===== src/rtl/div_unit.sv =====
// div_unit: multi-cycle RV32M divider (DIV, DIVU, REM, REMU).
//
// A start strobe latches the operand magnitudes. A radix-2 restoring
// division then runs for 32 cycles, one quotient bit per cycle. The
// signed/special-case fix-up is applied as the last iteration completes,
// and the result is presented in `out` with a one-cycle `done` pulse.
//
// Ports:
//   clk    in   1   system clock, rising edge
//   rst_n  in   1   asynchronous active-low reset
//   x      in  32   dividend, sampled when start is accepted
//   y      in  32   divisor, sampled when start is accepted
//   fn     in   2   0 DIV, 1 DIVU, 2 REM, 3 REMU
//   start  in   1   request, accepted when busy=0
//   busy   out  1   division in progress
//   done   out  1   one-cycle pulse, out valid
//   out    out 32   result register, held until the next done
module div_unit (
  input  logic        clk,
  input  logic        rst_n,
  input  logic [31:0] x,
  input  logic [31:0] y,
  input  logic [1:0]  fn,
  input  logic        start,
  output logic        busy,
  output logic        done,
  output logic [31:0] out
);

  typedef enum logic [1:0] {IDLE, CALC, DONE} state_t;

  state_t      state_q, state_d;
  logic        rem_op_q, rem_op_d;      // fn[1]: remainder requested
  logic        sign_quo_q, sign_quo_d;  // quotient must be negated
  logic        sign_rem_q, sign_rem_d;  // remainder must be negated
  logic        div0_q, div0_d;
  logic [31:0] quo_q, quo_d;            // dividend shifting out, quotient shifting in
  logic [31:0] dvs_q, dvs_d;            // divisor magnitude
  logic [31:0] rem_q, rem_d;            // partial remainder
  logic [4:0]  cnt_q, cnt_d;
  logic [31:0] out_q, out_d;

  logic               op_signed;
  logic signed [32:0] trial;

  function automatic logic [31:0] neg32(input logic [31:0] v);
    return ~v + 32'd1;
  endfunction

  function automatic logic [31:0] mag32(input logic [31:0] v, input logic is_signed);
    return (is_signed && v[31]) ? neg32(v) : v;
  endfunction

  assign op_signed = ~fn[0];

  // The shifted remainder is compared against the divisor in 33 bits. The
  // true difference always lies in (-2^32, 2^32), so bit 32 is its sign.
  assign trial = $signed({rem_q, quo_q[31]}) - $signed({1'b0, dvs_q});

  always_comb begin
    state_d    = state_q;
    rem_op_d   = rem_op_q;
    sign_quo_d = sign_quo_q;
    sign_rem_d = sign_rem_q;
    div0_d     = div0_q;
    quo_d      = quo_q;
    dvs_d      = dvs_q;
    rem_d      = rem_q;
    cnt_d      = cnt_q;
    out_d      = out_q;

    case (state_q)
      IDLE, DONE: begin
        if (start) begin
          state_d    = CALC;
          rem_op_d   = fn[1];
          quo_d      = mag32(x, op_signed);
          dvs_d      = mag32(y, op_signed);
          sign_quo_d = op_signed & (x[31] ^ y[31]);
          sign_rem_d = op_signed & x[31];
          div0_d     = (y == 32'd0);
          rem_d      = 32'd0;
          cnt_d      = 5'd31;
        end else begin
          state_d = IDLE;
        end
      end
      CALC: begin
        quo_d = {quo_q[30:0], ~trial[32]};
        rem_d = trial[32] ? {rem_q[30:0], quo_q[31]} : trial[31:0];
        if (cnt_q == 5'd0) begin
          state_d = DONE;
          // Divide-by-zero leaves rem = |x| and a quotient of all ones, so
          // only the quotient needs an explicit override.
          if (rem_op_d)
            out_d = sign_rem_q ? neg32(rem_d) : rem_d;
          else if (div0_q)
            out_d = 32'hFFFF_FFFF;
          else
            out_d = sign_quo_q ? neg32(quo_d) : quo_d;
        end else begin
          cnt_d = cnt_q - 5'd1;
        end
      end
      default: state_d = IDLE;
    endcase
  end

  always_ff @(posedge clk or negedge rst_n) begin
    if (!rst_n) begin
      state_q    <= IDLE;
      rem_op_q   <= 1'b0;
      sign_quo_q <= 1'b0;
      sign_rem_q <= 1'b0;
      div0_q     <= 1'b0;
      quo_q      <= 32'd0;
      dvs_q      <= 32'd0;
      rem_q      <= 32'd0;
      cnt_q      <= 5'd0;
      out_q      <= 32'd0;
    end else begin
      state_q    <= state_d;
      rem_op_q   <= rem_op_d;
      sign_quo_q <= sign_quo_d;
      sign_rem_q <= sign_rem_d;
      div0_q     <= div0_d;
      quo_q      <= quo_d;
      dvs_q      <= dvs_d;
      rem_q      <= rem_d;
      cnt_q      <= cnt_d;
      out_q      <= out_d;
    end
  end

  assign busy = (state_q == CALC);
  assign done = (state_q == DONE);
  assign out  = out_q;

endmodule


===== config.mk =====
export PLATFORM = sky130hd
export DESIGN_NAME = div_unit
export DESIGN_NICKNAME = d
export VERILOG_FILES = /design/src/rtl/div_unit.sv
export SDC_FILE = /design/constraint.sdc
export NUM_CORES = 1
export LEC_CHECK = 0
export ABC_AREA = 1
export CORE_MARGIN = 3
export CORE_UTILIZATION = 40
export CTS_CLUSTER_DIAMETER = 50
export DETAILED_ROUTE_END_ITERATION = 6
export GPL_ROUTABILITY_DRIVEN = 1
export PLACE_DENSITY = 0.65
export SLEW_MARGIN = 20
export SYNTH_ARGS = -nofsm -noshare
export SYNTH_HDL_FRONTEND = slang
export SYNTH_SLANG_ARGS = --single-unit

===== constraint.sdc =====
create_clock -name clk -period 5.25 [get_ports clk]
set_input_delay 1.05 -clock clk [delete_from_list [all_inputs] [get_ports clk]]
set_output_delay 1.05 -clock clk [all_outputs]
set_load 0.03 [all_outputs]

Word level (Yosys, flattened, before mapping)
Cells that the tools add are included.

storage, ports and cells
  word-level logic and storage cells = 58
  flip-flop bits (word level) = 139
  bits of input ports = 69

cells by class
  reduce and logical (&&, ||, !) cells = 11
  $add $sub $neg = 6
  multiplexer cells = 17
  bitwise operators = 9
  equal/unequal tests = 5

operators with widths
  operator                                             count
  two-way mux 32 bit                                   9
  adder 32 x 1 -> 32 bit, second input constant        4
  NOT 32 bit                                           4
  one-hot mux 32 bit (2 select lines)                  2
  subtractor 33 bit                                    1
  logical NOT 32 bit                                   1
  two-way mux 5 bit                                    2
  one-hot mux 5 bit (2 select lines)                   1
  AND reduction 2 bit                                  3
  logical NOT 5 bit                                    1
  subtractor 5 x 1 -> 5 bit, second input constant     1
  != test 2 bit, second input constant                 2
  one-hot mux 2 bit (2 select lines)                   1
  AND reduction 3 bit                                  1
  AND 1 bit                                            2
  equality test 2 x 1 -> 1 bit, second input constant  1
  equality test 2 bit, second input constant           1
  logical AND 1 bit                                    2
  logical NOT 2 bit                                    1
  two-way mux 2 bit                                    1
  != test 2 x 1 -> 1 bit, second input constant        1
  NOT 1 bit                                            2
  nonzero test 2 bit                                   1
  OR reduction 2 bit                                   1
  2 further kinds                                      2

Logic depth before layout (Yosys ltp)
Gate-level depths: netlist of the first run.

  depth after elaboration = 7
  mapped depth = 32
  mapped depth without buffers = 30

Worst setup path after synthesis of the first run
OpenSTA, ideal clock, no wires.

  path type = register to register
  start point = register quo_q[31]
  end point = register out_q[28], in the netlist out[28]
  clock period less this slack = 3.647 ns
  arrival = 3.524 ns
  data required time = 5.128 ns
  stages on the path, launching flop included = 30
  path slack = 1.603 ns
  cells stage by stage = dfrtp_1 > inv_1 > ha_1 > fa_1 > inv_1 > nand2_1 > nand2_1 > nand3_1 > nand2_2 > nand2_2 > nand2_4 > nand2_4 > nand2_4 > nand2_4 > nand2_4 > buf_12 > buf_6 > ha_1 > nand2_1 > nor2_1 > nand3_1 > inv_1 > nand3_1 > nor3_1 > nand4_1 > o21ai_0 > or2_2 > nand3_1 > a21oi_1 > a21boi_1

on the way
  word-level cells in the longest chain between the ends = 7
  elaborated cells on any way between the ends = 11
  those cells by class = add/sub (3); mux (5); bitwise (3)

RTL lines
  what                      RTL line  RTL
  start: declaration        37        logic [31:0] quo_q, quo_d;
  start signal: assignment  127       quo_q <= quo_d;
  subtractor 33 bit         58        assign trial = $signed({rem_q, quo_q[31]}) - $signed({1'b0, dvs_q});
  NOT 1 bit                 89        quo_d = {quo_q[30:0], ~trial[32]};
  NOT 32 bit                47        return ~v + 32'd1;
  adder 32 x 1 -> 32 bit    47
  two-way mux 32 bit        100       out_d = sign_quo_q ? neg32(quo_d) : quo_d;
  two-way mux 32 bit        97        else if (div0_q)
  two-way mux 32 bit *      95        if (rem_op_d)
  end signal: assignment    131       out_q <= out_d;
  end: declaration          41        logic [31:0] out_q, out_d;

Mark *: on every way between the ends. The rest lies on a longest branch, timed or not.
A chain may end at the register's enable or synchronous reset.

Final worst setup path of the first run
  start point = register rem_q[17]
  end point = register out_q[28], in the netlist out[28]

on the way
  word-level cells in the longest chain between the ends = 7
  elaborated cells on any way between the ends = 11
  those cells by class = add/sub (3); mux (5); bitwise (3)

RTL lines
  what                      RTL line  RTL
  start: declaration        39        logic [31:0] rem_q, rem_d;
  start signal: assignment  129       rem_q <= rem_d;
  subtractor 33 bit         58
  NOT 1 bit                 89
  NOT 32 bit                47
  adder 32 x 1 -> 32 bit    47
  two-way mux 32 bit        100
  two-way mux 32 bit        97
  two-way mux 32 bit *      95

Marked as above.

==> results of run 1 <==
cells by family (layout without fill, tap and decap cells):
logic type,Yosys count,count (layout),synth area share
and+or+nand+nor,1021,1021,0.374
buffers and inverters,330,415,0.110
AOI/OAI and AO/OA,273,273,0.138
DFF,139,139,0.285
xor gates and xnor gates,73,73,0.0524
adders and majority gates,39,39,0.0406
flip-flops by register name, indices dropped and copies added, names as in the netlist:
signal      flops
div0_q          1
sign_rem_q      1
state_q         2
quo_q          32
rem_op_q        1
out            32
sign_quo_q      1
dvs_q          32
rem_q          32
cnt_q           5
worst max-delay path: cells and delay by family, from the launching register on:
family | cells | cell delay (ns)
buffers and inverters | 2 | 0.14
flip-flops | 1 | 0.42
AND/OR/NAND/NOR | 15 | 2.36
AO/OA/AOI/OAI | 4 | 0.73
adder cells (fa/ha/maj) | 2 | 0.63
layout by cell type (no fill, tap or decap), types with 4 or more instances in the layout:
master	count
buf_4	11
a2bb2oi_1	8
nor4_1	12
clkdlybuf4s50_1	101
o22ai_1	30
nor2_2	12
o211ai_1	4
inv_2	5
nor2_1	149
inv_1	261
dfrtp_1	139
nand2_2	35
xnor2_1	33
o221ai_1	32
clkinv_2	4
or2_2	11
a21boi_1	4
nand2_4	13
clkbuf_16	17
o21ai_0	95
a21oi_2	4
ha_1	38
o21bai_1	5
nor3_1	25
nand3b_1	11
clkinv_1	4
nor2_4	5
nand3_2	11
nand4_1	20
nand3_1	144
a21oi_1	57
nand2_1	564
xor2_1	40
o21ai_1	11
a31oi_1	6
o31ai_1	4
metal layers:
layer  vias to the layer above  GRT usage
li1                       6211          -
met1                      5858      0.352
met2                       404      0.381
met3                        58     0.0389
met4                         0     0.0743
met5                         -          0
final cells by class:
cell class / count / area (um^2) / share of cell area
clock buffers: 21 / 460 / 0.0327
clock inverters: 11 / 120 / 0.00854
inverters: 270 / 1010 / 0.0721
multi-input cells: 1406 / 7400 / 0.526
well taps: 390 / 488 / 0.0347
flip-flops and latches: 139 / 3480 / 0.247
repair buffers: 113 / 1100 / 0.0786
metrics by stage:
step                setup WS (ns)  utilization  hold WS [ns]
finish                      0.837        0.471         0.480
global route                0.387        0.471         0.492
CTS                         0.937        0.471         0.482
detailed placement          0.978        0.451         0.466
global placement             1.05        0.451         0.464
floorplan                    1.60            -         0.453
worst max path at each step:
| stage | start | cells after the start | end | slack (ns) |
|---|---|---|---|---|
| final | rem_q[17] | 23 | out[28] | 0.84 |
| after CTS | quo_q[31] | 27 | out[28] | 0.94 |
| after global placement | quo_q[31] | 27 | out[28] | 1.05 |
| after global routing | quo_q[31] | 27 | out[28] | 0.39 |
| after floorplan | quo_q[31] | 29 | out[28] | 1.60 |
| after detailed placement | quo_q[31] | 27 | out[28] | 0.98 |
==> out/metrics.yaml, run 1 <==
synth_top_area_share: 0.285
cts_setup_buffers: 0
max_cap_viol_count: 0
ys_types: 54
cts_max_path_buffers: 2
critPathMaxFanout: 29
routed_via_density: 5.33
syn_area_um2: 12200
worstHoldPathCells: 2
rows: 63
post-route-min-period_ns: 4.41
cts_resized: 0
cts.htree.levels: 4
final_cell_area_um2: 14100
ant_nets: 0
cts_made_buffers: 17
grt_pass1_vias: 11900
min_to: "out[20]"
syn_to_final_growth_pct: 15.2
reg2reg_depth: 23
min_path_type: "reg2reg"
ys_warn_count: 0
path_common_cell: "nand2_1"
avgSynthCellArea_um2: 6.51
highest_layer: "met4"
rsz0062_at_grt: "no"
ys_ff_latch: 139
worstMarginPinSlew_ns: 1.04
dieHeight_um: 181
globalplace.congestion: 0.967
drt-initial-drc-count: 1182
cp_data_arrival_time_ns: 4.73
critPathRequiredTime_ns: 5.56
portBuffers: 102
wl_met3_um: 2360
synth_most_common_cell: "nand2_1"
finalCritPeriodShare: 0.841
fin_skew_ns: 0.0116
slowest_delay_ns: 0.43
dpl_cell_area_um2: 13500
fin_setup_tns_ns: 0
ys_top_cells_by_area: "dfrtp_1 28%, nand2_1 17%, inv_1 8.0%"
cts_tree: "built"
hpwl_um: 31400
ys_dominant_reg_cell: "dfrtp_1"
clock-sinks: 139
cts_root_buf: "clkbuf_16"
final-setup-viol-count: 0
grt_overflow: 0
placed_cells: 2318
nNetsFinal: 2055
grt_max_degree: 97
num_antenna_cells: 0
ctsHoldBuffers: 0
netlist_top_cells_count: "565 x nand2_1, 261 x inv_1, 150 x nor2_1, 144 x nand3_1, 139 x dfrtp_1"
synth_edf_count: 0
fillers: 3016
grt_use_total: 0.245
m1WireLength_um: 19000
critPathSlowestCell: "nand2_4"
fin_cells: 2350
worstSetupEndpointType: "flop"
r2r_setup_slack_ns: 0.84
clock_latency_ns: 0.44
timing.fmax_ghz: 0.227
synth-seq-area-share: 0.285
reg2reg_to: "out[28]"
grt_pass1_wl_um: 64100
synthesis.nets: 1983
async_flop_share: 1.00
initial_core_util: 0.409
met2_length_um: 18300
hold_viol: 0
drc_errors: 0
layout-drive-gt1-share: 0.0750
fp.dieW_um: 181
final-max-slew-violation-count: 0
wl_um: 40600
critPathLaunchType: "flop"
worstHoldStart: "out[20]"
slew_headroom: 0.305
antenna_found_initial: 0
dr.pass1.iters: 7
synthCells: 1875
core_area_um2: 29900
path_class: "reg2reg"
synth_area_leader_cell: "dfrtp_1"
outcome: "finished clean"
pin_count: 103
crit_chain: "ha_1, nand2_2, inv_2, nand2_1, nand2_1, nand2_1, nand2_1, a21oi_4, nand3_2, nand2_4, ha_1, nand2_1, nor2_1, nand3_1, inv_1, nand3_1, nor3_1, nand4_1, o21ai_0, or2_2, nand3_1, a21oi_1, a21boi_1"
dieArea_um2: 32700
clk_pin_slew_worst_paths_ns: 0.07
wl_per_cell_um: 17.3
vias: 12500
reg2reg_from: "rem_q[17]"
Power of run 1 is not shown: default switching activity piles up to over one toggle a cycle in this logic, so the estimate is an artifact.
==> run 2, diff against run 1 <==
- clock period: 5.25 -> 4.2 ns (I/O delays scaled with it)
==> run 2 against run 1 <==
Compared with the run above:
- non-clock buffer count up 7
- flip-flop and latch count unchanged
- utilization up 0.29 points
- design area up 0.61%
- fmax up 16%
- die area unchanged
- sequential share of layout area down 0.15 points
- hold slack better by 0.0019 ns
- cell count up 0.26%
- critical path type unchanged
==> out/metrics.yaml, run 2 (same netlist as run 1, synthesis figures left out) <==
syn_to_final_growth_pct: 15.9  # was 15.2%
dr.pass1.iters: 5  # was 7
grt_overflow: 0  # unchanged
globalplace.congestion: 0.965  # was 0.967
final_common_cell: "nand2_1"  # unchanged
dieArea_um2: 32700  # unchanged
clock_latency_ns: 0.44  # about the same
reg2reg_depth: 23  # unchanged
fp.dieW_um: 181  # unchanged
rows: 63  # unchanged
ctsHoldBuffers: 0  # unchanged
cts_tree: "built"  # unchanged
layout-drive-gt1-share: 0.0819  # was 0.0750
fin_setup_tns_ns: 0  # unchanged
hpwl_um: 31200  # was 31,400 um
cts_max_path_buffers: 2  # unchanged
final_cell_mix: "564 x nand2_1, 261 x inv_1, 147 x nor2_1"  # was 564 x nand2_1, 261 x inv_1, 149 x nor2_1
cts.htree.levels: 4  # unchanged
post-route-min-period_ns: 3.81  # was 4.41 ns
slew_headroom: 0.393  # was 0.305
timing.fmax_ghz: 0.262  # was 0.227 GHz
critPathRequiredTime_ns: 4.53  # was 5.56 ns
wl_um: 39400  # was 40,600 um
outcome: "finished clean"  # unchanged
grt_pass1_vias: 11500  # was 11.9k
cts_root_buf: "clkbuf_16"  # unchanged
final-setup-viol-count: 0  # unchanged
portBuffers: 102  # unchanged
critPathLaunchType: "flop"  # unchanged
final-max-slew-violation-count: 0  # unchanged
cts_made_buffers: 17  # unchanged
cts_resized: 0  # unchanged
worstSetupEndpointType: "flop"  # unchanged
worstHoldPathCells: 2  # unchanged
num_antenna_cells: 0  # unchanged
max_cap_viol_count: 0  # unchanged
finalCritPeriodShare: 0.908  # was 0.841
fillers: 3053  # was 3,016
grt_use_total: 0.238  # was 0.245
min_path_type: "reg2reg"  # unchanged
ant_nets: 0  # unchanged
core_area_um2: 29900  # unchanged
cp_data_arrival_time_ns: 4.14  # was 4.73 ns
grt_pass1_wl_um: 62500  # was 64,100 um
path_class: "reg2reg"  # unchanged
worstHoldStart: "out[30]"  # was out[20]
dieHeight_um: 181  # unchanged
drt-initial-drc-count: 1015  # was 1,182
fin_skew_ns: 0.0118  # was 0.0116 ns
drc_errors: 0  # unchanged
routed_via_density: 5.27  # was 5.33
pin_count: 103  # unchanged
reg2reg_from: "dvs_q[27]"  # was rem_q[17]
worstMarginPinSlew_ns: 0.910  # was 1.04 ns
antenna_found_initial: 3  # was 0
wl_per_cell_um: 16.7  # was 17.3 um
nNetsFinal: 2062  # was 2,055
grt_max_degree: 93  # was 97
fin_util: 0.474  # was 0.471
hold_viol: 0  # unchanged
rsz0062_at_grt: "no"  # unchanged
initial_core_util: 0.409  # unchanged
clock-sinks: 139  # unchanged
crit_path_start: "dvs_q[27]"  # was rem_q[17]
clk_pin_slew_worst_paths_ns: 0.06  # was 0.07 ns
critPathMaxFanout: 35  # was 29
vias: 12400  # was 12.5k
cts_setup_buffers: 0  # unchanged
[run 2: area by class of cell]
cell class,count,area [um^2],share of cell area
clock inverters,11,120,0.00849
inverters,270,1010,0.0716
flip-flops and latches,139,3480,0.246
clock buffers,20,457,0.0323
repair buffers,120,1170,0.0827
multi-input cells,1406,7420,0.525
well taps,390,488,0.0345
[run 2: routing by layer]
layer  wire (um)  GRT usage  vias up
li1            -          -     6227
met1       18700      0.346     5750
met2       17700      0.378      396
met3        2130     0.0201       47
met4         931     0.0718        0
met5           0          0        -
[run 2: path summary, 6_finish.rpt]
check | to | slack (ns)
min in group asynchronous | out[18] | 0.50
worst max register to register | out[30] | 0.39
worst min-delay path | out[30] | 0.48
max in group asynchronous | dvs_q[17] | 2.90
worst min register to register | out[30] | 0.48
worst max-delay path | out[30] | 0.39
[run 2: worst max-delay path, cell delays in order, from the launching register on]
cell and delay (ns):
dfrtp_1 0.50, inv_1 0.08, ha_1 0.39, nand2_2 0.14, inv_1 0.04, nand2_1 0.08, nand2_1 0.05, nand2_1 0.07
nand2_2 0.07, a21oi_4 0.22, nand3_4 0.29, nand2_8 0.32, nand2_1 0.11, nand2_2 0.13, ha_1 0.20, nand3_1 0.14
inv_1 0.13, nand2_1 0.11, nor2_2 0.18, nand3_1 0.15, nand3_1 0.09, nand3_1 0.09, nand2_1 0.08, nand2_1 0.04
[run 2: metrics by stage]
step           setup slack, ns  std cells  area [um^2]  hold WS [ns]
2_1_floorplan            0.553       1875        12200         0.453
3_3_place_gp             0.264       2325        13500         0.467
3_5_place_dp             0.228       2325        13500         0.472
4_1_cts                  0.189       2356        14100         0.489
5_1_grt                 0.0518       2356        14100         0.510
6_report                 0.385       2356        14100         0.482
Power of run 2 is left out for the same reason.
